## src/rtl/count_pkg.sv

```systemverilog
// Shared constants for the up/down counter with parallel load.
package count_pkg;

    localparam int   COUNT_WIDTH_DEFAULT = 4;
    localparam logic DIR_UP              = 1'b1;
    localparam logic DIR_DOWN            = 1'b0;

endpackage : count_pkg

```

## src/rtl/up_down_count_load.sv

```systemverilog
// Synchronous binary up/down counter with parallel load.
module up_down_count_load
    import count_pkg::*;
#(
    parameter int WIDTH = COUNT_WIDTH_DEFAULT
) (
    input  logic             clk,
    input  logic             rst,
    input  logic [WIDTH-1:0] d,
    input  logic             load,
    input  logic             mod,
    output logic [WIDTH-1:0] q
);

    logic [WIDTH-1:0] q_q;
    logic [WIDTH-1:0] q_d;

    // Load beats counting; carry and borrow simply fall off the top.
    always_comb begin
        q_d = q_q;
        priority case (1'b1)
            load:             q_d = d;
            (mod == DIR_UP):  q_d = q_q + WIDTH'(1);
            default:          q_d = q_q - WIDTH'(1);
        endcase
    end

    always_ff @(posedge clk) begin
        if (rst) begin
            q_q <= '0;
        end else begin
            q_q <= q_d;
        end
    end

    assign q = q_q;

endmodule : up_down_count_load

```

## config.mk

```make
export PLATFORM = sky130hd
export DESIGN_NAME = up_down_count_load
export DESIGN_NICKNAME = d
export VERILOG_FILES = /design/src/rtl/count_pkg.sv /design/src/rtl/up_down_count_load.sv
export SDC_FILE = /design/constraint.sdc
export NUM_CORES = 1
export LEC_CHECK = 0
export ABC_AREA = 1
export BUFFER_PORTS_ARGS = -buffer_cell sky130_fd_sc_hd__buf_4
export CELL_PAD_IN_SITES_DETAIL_PLACEMENT = 0
export CELL_PAD_IN_SITES_GLOBAL_PLACEMENT = 2
export CORE_AREA = 2 2 39 41
export DETAILED_ROUTE_END_ITERATION = 6
export DIE_AREA = 0 0 41 43
export MAX_ROUTING_LAYER = met4
export PLACE_DENSITY = 0.62
export SETUP_SLACK_MARGIN = 0.5
export SLEW_MARGIN = 15
export SYNTH_ARGS = -nofsm -noshare
export SYNTH_HDL_FRONTEND = slang
export SYNTH_SLANG_ARGS = --single-unit
```

## constraint.sdc

```tcl
create_clock -name clk -period 2.4 [get_ports clk]
set_input_delay 0.36 -clock clk [delete_from_list [all_inputs] [get_ports clk]]
set_output_delay 0.36 -clock clk [all_outputs]
set_load 0.005 [all_outputs]
```

[After elaboration in Yosys (flattened, before gate mapping)]
Index checks and enable logic that the tools add are counted.
Word-level totals
  RAM bits: 0
  logic and storage cells: 5
  bits of input ports: 8
  memory bits (read-only): 0
  memories kept: 0
  output and inout port bits: 4
  latch bits: 0
  register bits: 4
Operators by class
  reduce and logical (&&, ||, !) cells: 0
  bitwise operators: 0
  add/subtract/negate cells: 2
  multiply operators: 0
  shift-type cells: 0
  eq/ne operators: 0
  mux-type cells: 2
  magnitude comparators: 0
  div/mod/pow operators: 0
Operators with widths (number)
  2-to-1 mux 4 bit: 2
  adder 4 x 1 -> 4 bit, second input constant: 1
  subtractor 4 x 1 -> 4 bit, second input constant: 1

[Logic depth before layout (Yosys ltp)]
  depth after elaboration: 3
  depth in mapped cells: 8
  gate-level depth less buffers: 8

[Worst setup path before layout]
OpenSTA, ideal clock, no wires.
  path type: input to register
  from: input port mod
  to: register q_q[3], in the netlist q[3]
  required time: 2291 ps
  data arrival time: 1115 ps
  cell stages on the path: 8
  path buffers: 0
  library setup time: 109 ps
  path slack: 1177 ps
  path through: inv_2 -> ha_1 -> a21oi_2 -> nand2_1 -> nand2_1 -> nand3_1 -> nand2_1 -> inv_1
Between the ends
  longest elaborated chain between the ends: 2
Ends and longest elaborated chain
  start, declared: RTL line up_down_count_load.sv:11  | input logic mod,
  2-to-1 mux 4 bit (2 in series): RTL line up_down_count_load.sv:21  | priority case (1'b1)
  end signal, assigned: RTL line up_down_count_load.sv:32  | q_q <= q_d;
  end, declared: RTL line up_down_count_load.sv:15  | logic [WIDTH-1:0] q_q;
Every way passes these cells.
A chain may end at the register's enable or synchronous reset.

[Worst setup path after layout]
  from: register q_q[0], in the netlist q[0]
  to: register q_q[2], in the netlist q[2]
Between the ends
  longest elaborated chain between the ends: 3
  elaborated cells between the ends (all ways): 4
  classes of those cells: add/sub: 2; mux: 2
Ends and longest elaborated chain (RTL line)
  subtractor 4 x 1 -> 4 bit or adder 4 x 1 -> 4 bit (tied branches): up_down_count_load.sv:24, up_down_count_load.sv:23
  2-to-1 mux 4 bit (*) (2 in series): up_down_count_load.sv:21
Mark *: on every way between the ends. The rest lies on a longest branch, timed or not.

==> out/qor.json <==
{
  "grt_pass1_wl": {"value": 841, "unit": "um"},
  "cts_tree": {"value": "done"},
  "postLayoutCellArea": {"value": 372, "unit": "um2"},
  "ys_async_sr_fraction": {"value": 0},
  "critPathTopFamily": {"value": "adder cells"},
  "placed_cells": {"value": 61},
  "synthFlopType": {"value": "dfxtp_1"},
  "sequential_cell_area": {"value": 80.1, "unit": "um2"},
  "synth_top_family_by_area": {"value": "simple AND/OR/NAND/NOR gates"},
  "postCtsResizedCells": {"value": 0},
  "drt_drc_violations_left": {"value": 0},
  "timing.critical_path.slowest_stage_cell": {"value": "fa_1"},
  "postCtsSetupBuffers": {"value": 0},
  "netlist-cell-type-count": {"value": 13},
  "pin_count_of_the_biggest_net_entering_global_routing": {"value": 7},
  "cp_num_buf_inv": {"value": 1},
  "arrival": {"value": 1290, "unit": "ps"},
  "worst_slew_pin_slew": {"value": 171, "unit": "ps"},
  "cts_made_buffers": {"value": 3},
  "drtIter0Drc": {"value": 5},
  "largest_register_ff_count": {"value": 4},
  "via_count": {"value": 240},
  "area.growth.synth_to_final": {"value": 50.8, "unit": "%"},
  "dieHeight": {"value": 43, "unit": "um"},
  "cp_slowest_stage_delay": {"value": 410, "unit": "ps"},
  "top_level_ports": {"value": 12},
  "dpl_worst_slack": {"value": 1000, "unit": "ps"},
  "rsz0062_at_grt": {"value": "no"},
  "worstPathCellList": {"value": "fa_1, xor2_1, o21ai_1, inv_1"},
  "n_antenna_cell": {"value": 0},
  "power_leakage": {"value": 0.206, "unit": "nW"},
  "drt_pre_antenna_iters": {"value": 4},
  "core": {"value": 1380, "unit": "um2"},
  "area_of_the_multi_input_gates": {"value": 144, "unit": "um2"},
  "timing.final.setup_violations": {"value": 0},
  "ir_worst_vdd": {"value": 202, "unit": "uV"},
  "outcome": {"value": "completed"},
  "timing.critical_path.required": {"value": 2520, "unit": "ps"},
  "power_density": {"value": 583, "unit": "nW/um2"},
  "synth_xor_xnor_area_share": {"value": 0.0355},
  "io_buffers": {"value": 11},
  "crit-reg2reg-launch": {"value": "q[0]$_SDFF_PP0_"},
  "synthesized_area_fraction_occupied_by_ao_oa_aoi_and_oai_cells": {"value": 0.107},
  "cp-startpoint": {"value": "q[0]$_SDFF_PP0_"},
  "tns": {"value": 0, "unit": "ps"},
  "cp-end-kind": {"value": "flop"},
  "final_layout_size_suffix_gt1_frac": {"value": 0.354},
  "cts-htree-levels": {"value": 1},
  "cts_root_buffer": {"value": "clkbuf_4"},
  "yosysTopAreaCellShare": {"value": 0.325},
  "timing.final.max_slew_violations": {"value": 0},
  "muxShareOfSynthArea": {"value": 0},
  "share_of_synthesized_area_occupied_by_flip_flops_and_latches": {"value": 0.325},
  "gp_congestion": {"value": 0.649},
  "post-route-worst-setup-slack": {"value": 1230, "unit": "ps"},
  "detail-route-antenna-nets": {"value": 0},
  "routedWlPerCell": {"value": 7.88, "unit": "um"},
  "number_of_antenna_violations_at_the_first_check_in_global_routing": {"value": 0},
  "avgViaCountPerCell": {"value": 3.75},
  "fill_cells": {"value": 158},
  "postSynthCellCount": {"value": 34},
  "grt_pass1_vias": {"value": 229},
  "synth-edff-count": {"value": 0},
  "clock_pin_slew_worst_setup_and_hold_paths": {"value": 40, "unit": "ps"},
  "drt_wl_total": {"value": 504, "unit": "um"},
  "worst_clock_skew": {"value": 1.92, "unit": "ps"},
  "worst_slew_margin_rel": {"value": 0.886},
  "setup.worst_path.start_class": {"value": "flop"},
  "initial_util": {"value": 0.178},
  "detailed_place_hpwl": {"value": 441, "unit": "um"},
  "synth.ff_latch_count": {"value": 4},
  "syn-cell-area": {"value": 246, "unit": "um2"},
  "die_span_in_x": {"value": 41, "unit": "um"},
  "min_period_over_period": {"value": 0.487},
  "worstHoldPathType": {"value": "input pin to flop"},
  "synth_nets": {"value": 45},
  "grt.overflow.total": {"value": 0},
  "cp_max_fo": {"value": 4},
  "mean_instance_size_in_the_synthesized_netlist": {"value": 7.25, "unit": "um2"},
  "groute.usage.overall": {"value": 0.0784},
  "setup.worst_path.class": {"value": "flop to flop"},
  "finalNetCount": {"value": 61},
  "clock-sinks": {"value": 4},
  "synth_most_common_cell": {"value": "nand2_1"},
  "finish.cell_count_without_fillers": {"value": 64},
  "std_cell_rows": {"value": 14},
  "area_of_the_die": {"value": 1760, "unit": "um2"},
  "ys_top_cells_by_count": {"value": "8 x nand2_1, 5 x nor2_1, 4 x dfxtp_1, 4 x inv_1, 3 x nand3_1"},
  "placed_cell_areas": {"value": 349, "unit": "um2"},
  "total_power": {"value": 216, "unit": "uW"},
  "timing.fmax": {"value": 856, "unit": "MHz"},
  "netlist.top_cell.by_area": {"value": "dfxtp_1"},
  "hold_viol_final": {"value": 0},
  "timing.final.crit_period": {"value": 1170, "unit": "ps"},
  "cts_hold_repair.buffers": {"value": 0},
  "synthSimpleGateAreaFrac": {"value": 0.259},
  "clock_path_buffers": {"value": 2},
  "maxCapViolCount": {"value": 0},
  "post_synth_main_area_contributors": {"value": "dfxtp_1 32%, nand2_1 12%, ha_1 10%, fa_1 8.1%, nor2_1 7.6%"},
  "yosysWarningCount": {"value": 0},
  "hold_path.startpoint": {"value": "rst"},
  "synth_adder_area_share": {"value": 0.183},
  "clk-insertion-delay-late": {"value": 230, "unit": "ps"}
}
final cells by class:
type,instances,area share
clock buffers,3,0.0606
flip-flops and latches,4,0.215
repair buffers,11,0.222
inverters,6,0.0606
multi-input cells,24,0.387
well taps,16,0.0539
worst paths after layout:
kind	slack, ps	to	depth (start not counted)
max	1230	q[2]$_SDFF_PP0_	4
min	320	q[1]$_SDFF_PP0_	2
max reg2reg	1230	q[2]$_SDFF_PP0_	4
min reg2reg	530	q[0]$_SDFF_PP0_	1
per-layer routing:
metal | vias to the layer above | GRT usage | routed length [um]
met5 | - | - | 0
met4 | 0 | 0.0800 | 0
met3 | 0 | 0.0366 | 44
met2 | 7 | 0.103 | 261
met1 | 95 | 0.0777 | 198
li1 | 138 | - | -
cells by family (layout without fill, tap and decap cells):
family | after synthesis | count (layout)
buffers and inverters | 6 | 20
DFF | 4 | 4
AOI/OAI and AO/OA | 4 | 4
adders and majority gates | 3 | 3
and+or+nand+nor | 16 | 16
xor gates and xnor gates | 1 | 1
through the flow:
step | utilization | hold WS, ps
final | 0.269 | 318
after global routing | 0.269 | 324
after CTS | 0.269 | 311
after detailed placement | 0.252 | 528
after global placement | 0.252 | 529
after floorplan | - | 429
cell usage in the layout (no fill, tap or decap), types with 2 or more instances in the layout:
| master | instances |
|---|---|
| nand2_1 | 8 |
| inv_2 | 2 |
| buf_4 | 11 |
| clkbuf_4 | 3 |
| dfxtp_1 | 4 |
| inv_1 | 4 |
| nand3_1 | 3 |
| ha_1 | 2 |
| nor2_1 | 5 |
report_power, final:
| part | switching, mW | leakage (nW) | internal, mW | total [mW] |
|---|---|---|---|---|
| clock network | 0.0261 | 0.0138 | 0.0558 | 0.0819 |
| registers | 0.00508 | 0.0334 | 0.0734 | 0.0785 |
| logic | 0.0258 | 0.158 | 0.0302 | 0.0560 |
Note: power is estimated with default switching activity, not from simulation.
